==> src/rtl/sum_accumulator.sv <==
// Frame accumulator behind the 8-bit ripple adder: sums COUNT 9-bit beats, presents total + sticky overflow.
// Define SUM_ACC_SATURATE_EN to clamp the total at all ones on overflow (default build wraps).
module sum_accumulator #(
    parameter int unsigned COUNT = 4,
    parameter int unsigned ACC_W = 12
) (
    input  logic             clk,
    input  logic             rst_n,
    input  logic             clear,
    input  logic             in_valid,
    output logic             in_ready,
    input  logic [7:0]       in_sum,
    input  logic             in_carry,
    output logic             out_valid,
    input  logic             out_ready,
    output logic [ACC_W-1:0] out_data,
    output logic             out_ovf
);

    typedef enum logic {
        ST_ACCUM = 1'b0,
        ST_HOLD  = 1'b1
    } state_t;

    localparam logic [7:0] LAST_CNT = 8'(COUNT - 1);

    state_t           r_state;
    state_t           w_state_nxt;
    logic [ACC_W-1:0] r_acc;
    logic             r_ovf;
    logic [7:0]       r_cnt;

    logic [ACC_W:0]   w_operand;
    logic [ACC_W:0]   w_sum;
    logic [ACC_W-1:0] w_acc_beat;
    logic             w_ovf_beat;
    logic             w_beat;
    logic             w_last;
    logic             w_take;

    assign in_ready  = (r_state == ST_ACCUM);
    assign out_valid = (r_state == ST_HOLD);
    assign out_data  = r_acc;
    assign out_ovf   = r_ovf;

    assign w_operand  = {{(ACC_W - 8){1'b0}}, in_carry, in_sum};
    assign w_sum      = {1'b0, r_acc} + w_operand;
    assign w_ovf_beat = r_ovf | w_sum[ACC_W];
    assign w_beat     = in_valid && in_ready;
    assign w_last     = w_beat && (r_cnt == LAST_CNT);
    assign w_take     = out_valid && out_ready;

`ifdef SUM_ACC_SATURATE_EN
    // Once the frame has overflowed the total stays pinned at all ones.
    assign w_acc_beat = w_ovf_beat ? '1 : w_sum[ACC_W-1:0];
`else
    assign w_acc_beat = w_sum[ACC_W-1:0];
`endif

    always_ff @(posedge clk) begin
        if (!rst_n) begin
            r_state <= ST_ACCUM;
        end else begin
            r_state <= w_state_nxt;
        end
    end

    always_comb begin
        w_state_nxt = r_state;
        if (clear) begin
            w_state_nxt = ST_ACCUM;
        end else begin
            case (r_state)
                ST_ACCUM: if (w_last)    w_state_nxt = ST_HOLD;
                ST_HOLD:  if (out_ready) w_state_nxt = ST_ACCUM;
                default:                 w_state_nxt = ST_ACCUM;
            endcase
        end
    end

    always_ff @(posedge clk) begin
        if (!rst_n || clear) begin
            r_acc <= '0;
            r_ovf <= 1'b0;
            r_cnt <= '0;
        end else if (w_beat) begin
            r_acc <= w_acc_beat;
            r_ovf <= w_ovf_beat;
            r_cnt <= w_last ? 8'd0 : r_cnt + 8'd1;
        end else if (w_take) begin
            r_acc <= '0;
            r_ovf <= 1'b0;
        end
    end

endmodule

==> config.mk <==
export PLATFORM = sky130hd
export DESIGN_NAME = sum_accumulator
export DESIGN_NICKNAME = d
export VERILOG_FILES = /design/src/rtl/sum_accumulator.sv
export SDC_FILE = /design/constraint.sdc
export NUM_CORES = 1
export LEC_CHECK = 0
export ABC_AREA = 1
export CORE_MARGIN = 10
export CORE_UTILIZATION = 51
export DETAILED_ROUTE_END_ITERATION = 10
export GPL_ROUTABILITY_DRIVEN = 0
export PLACE_DENSITY_LB_ADDON = 0.05
export SLEW_MARGIN = 10
export SYNTH_ARGS = -nofsm -noshare
export SYNTH_HDL_FRONTEND = slang
export SYNTH_SLANG_ARGS = --single-unit
export TNS_END_PERCENT = 10
==> constraint.sdc <==
create_clock -name clk -period 2.26 [get_ports clk]
set_clock_uncertainty 0.1 [all_clocks]
set_input_delay 0.452 -clock clk [delete_from_list [all_inputs] [get_ports clk]]
set_output_delay 0.452 -clock clk [all_outputs]
set_load 0.05 [all_outputs]
==> impl_metrics.tcl <==
set metrics [dict create \
    cts_buffer_depth 2 \
    r2r-start "out_data[0]" \
    p_switching_w 0.000252 \
    via_count 1451 \
    ant_nets 0 \
    ctsHoldBuffers 0 \
    grt_pass1_vias 1356 \
    end_kind "primary output" \
    avgSynthCellArea_um2 6.60 \
    path_max_fanout 7 \
    holdWs_ns 0.392 \
    path_buf_inv 1 \
    p_comb_share_pct 20.5 \
    p_sw_share_pct 27.9 \
    fmax_mhz 459 \
    min_period_ns 2.18 \
    pre_cts_ws_ns -0.0409 \
    rsz0062_at_grt "false" \
    synth_cell_types 29 \
    io_buffers 28 \
    dp.cells 285 \
    drive_gt1_share_pct 6.20 \
    clkPwrFrac_pct 34.9 \
    intPower_w 0.000651 \
    tns_ns 0 \
    grt_max_degree 18 \
    start_kind "register" \
    synth_top_family_by_area "simple AND/OR/NAND/NOR gates" \
    core_um2 2760 \
    p_leak_nw 0.858 \
    final_cells 289 \
    num_rows 19 \
    nets 284 \
    tightestPinTransition_ns 0.513 \
    yosysTopAreaCell "dfxtp_1" \
    min_from "out_data[7]" \
    ys_seq_elements 22 \
    finalHoldViolations 0 \
    cts-htree-levels 1 \
    path_cells "clkdlybuf4s50_1" \
    r2r_setup_slack_ns 0.53 \
    syn_inst 224 \
    fin_ws_ns 0.0822 \
    reg2reg_depth 9 \
    post_cts_buffers 0 \
    cts_tree "done" \
    hpwl_mm 2.64 \
    cts.sink_count 22 \
    drtIter0Drc 58 \
    synthXorXnorAreaFrac_pct 2.37 \
    grt_usage_pct 13.1 \
    hp-class "reg2reg" \
    status "finished clean" \
    clk_latency_ns 0.32 \
    worstHoldEndpoint "out_data[7]" \
    critical-path-top-delay-family "buffers and inverters" \
    final-setup-viol-count 0 \
    max_stage_delay_ns 0.85 \
    routedWlPerCell_um 11.8 \
    syn_nets 249 \
    grt-ovfl-total 0 \
    worstPathRequired_ns 1.71 \
    arrival_ns 1.63 \
    ir_worst_vdd_uv 342 \
    powerDensity_nw_per_um2 482 \
    grt_pass1_wl_mm 5.90 \
    start_util_pct 53.6 \
    seq_area_frac_synth_pct 29.8 \
    synth_edf_count 0 \
    die_area_um2 5450 \
    yosysTopAreaCellShare_pct 29.8 \
    critical_path_class "reg2out" \
    clkTransAtPathRegs_ns 0.15 \
    cts_buffers 3 \
    dpl_cell_area_um2 1820 \
    synthAdderAreaFrac_pct 9.81 \
    seqPwrFrac_pct 44.6 \
    first_pass_iters 4 \
    hold_depth 2 \
    dieWidth_um 73.9 \
    drcViolationCount 0 \
    fin_area_um2 1870 \
    drt-total-wl_mm 3.41 \
    synth_compound_area_share_pct 11.3 \
    finalCritPeriodShare_pct 96.4 \
    vias_per_cell 5.02 \
    ys_warn_count 0 \
    cts_resized 0 \
    synthTopCellsByArea "dfxtp_1 30%, nand2_1 19%, ha_1 8.5%, nand3_1 7.4%, inv_1 6.1%" \
    netlist_area_um2 1480 \
    drv_cap 0 \
    crit_cells 1 \
    dieHeight_um 73.9 \
    n_antenna_cell 0 \
    r2r_end "out_data[4]" \
    synth_simple_gate_area_share_pct 39.3 \
    max_slew_margin_pct 65.7 \
    async_reset_ff_share_pct 0 \
    slew_violations 0 \
    cp_slowest_cell "clkdlybuf4s50_1" \
    syn_to_final_growth_pct 26.7 \
    synth_ff_type "dfxtp_1" \
    antenna_found_initial 0 \
    cts_root_buf "clkbuf_4" \
    muxShareOfSynthArea_pct 0 \
    pin_count 29 \
]
-- cells in the final DEF, fill, tap and decap left out, drive strengths merged --
master and count:
o31ai 1, a21o 1, buf 4, o21bai 1
inv 26, clkdlybuf4s50 27, clkbuf 3, nor3b 1
and2 1, nand3 22, nor3 5, o21ai 5
nand3b 3, dlymetal6s2s 1, bufinv 1, a21boi 2
nand4 1, a21oi 17, ha 10, nand2 74
dfxtp 22, xor2 4, fa 1, or2 2
o211ai 1, nor2 22
-- registers in the layout (all words and copies together), names as in the netlist --
| name | cells |
|---|---|
| out_data | 12 |
| r_cnt | 8 |
| out_ovf | 1 |
| out_valid | 1 |
-- how the worst max path moves through the flow --
stage / slack (ns) / end / startpoint
2_1_floorplan: 0.33 / out_data[4] / out_data[0]
3_3_place_gp: -0.01 / out_data[4] / in_sum[0]
3_5_place_dp: -0.04 / out_data[4] / in_sum[0]
4_1_cts: 0.05 / in_ready / out_valid
5_1_grt: 0.01 / out_data[10] / out_data[10]
6_report: 0.08 / out_data[10] / out_data[10]
-- cells by family (layout without fill, tap and decap cells) --
logic type,count (synthesis),count (layout)
AO/OA/AOI/OAI,28,28
XOR/XNOR,4,4
adder cells (fa/ha/maj),11,11
buffers and inverters,28,62
flip-flops,22,22
AND/OR/NAND/NOR,131,131
-- power by group through the flow --
stage	registers [W]	logic, W	clock network (W)
detailed placement	0.000412	0.000185	0
CTS	0.000404	0.000186	0.000325
global route	0.000405	0.000207	0.000336
global placement	0.000412	0.000184	0
floorplan	0.000435	0.0000957	0
finish	0.000404	0.000185	0.000315
-- metal layers --
layer	track usage, %	vias to the layer above	routed length (um)
li1	-	789	-
met1	17.1	635	1680
met2	20.4	22	1480
met3	3.10	5	207
met4	4.35	0	46
met5	0	-	0
-- layout make-up --
type,instances,area [um^2]
multi-input combinational,174,927
sequential,22,440
clock buffer,3,22.5
clock inverter,1,30.0
timing repair buffer,32,313
fill,269,883
inverter,26,103
tap,31,38.8
-- synth_stat cells, types with 2 or more instances --
| cell | count |
|---|---|
| o21ai_0 | 5 |
| or2_2 | 2 |
| nor3_1 | 4 |
| nand2_1 | 73 |
| xor2_1 | 4 |
| a21oi_1 | 16 |
| nand3b_1 | 3 |
| dfxtp_1 | 22 |
| inv_1 | 24 |
| nor2_1 | 21 |
| a21boi_0 | 2 |
| ha_1 | 10 |
| nand3_1 | 22 |
-- through the flow --
| step | util, % | total power, W |
|---|---|---|
| floorplan | - | 0.000531 |
| global placement | 66.0 | 0.000596 |
| detailed placement | 66.0 | 0.000597 |
| CTS | 67.9 | 0.000915 |
| global route | 68.0 | 0.000949 |
| finish | 68.0 | 0.000904 |
No activity file was read; power rests on OpenSTA's default activity.
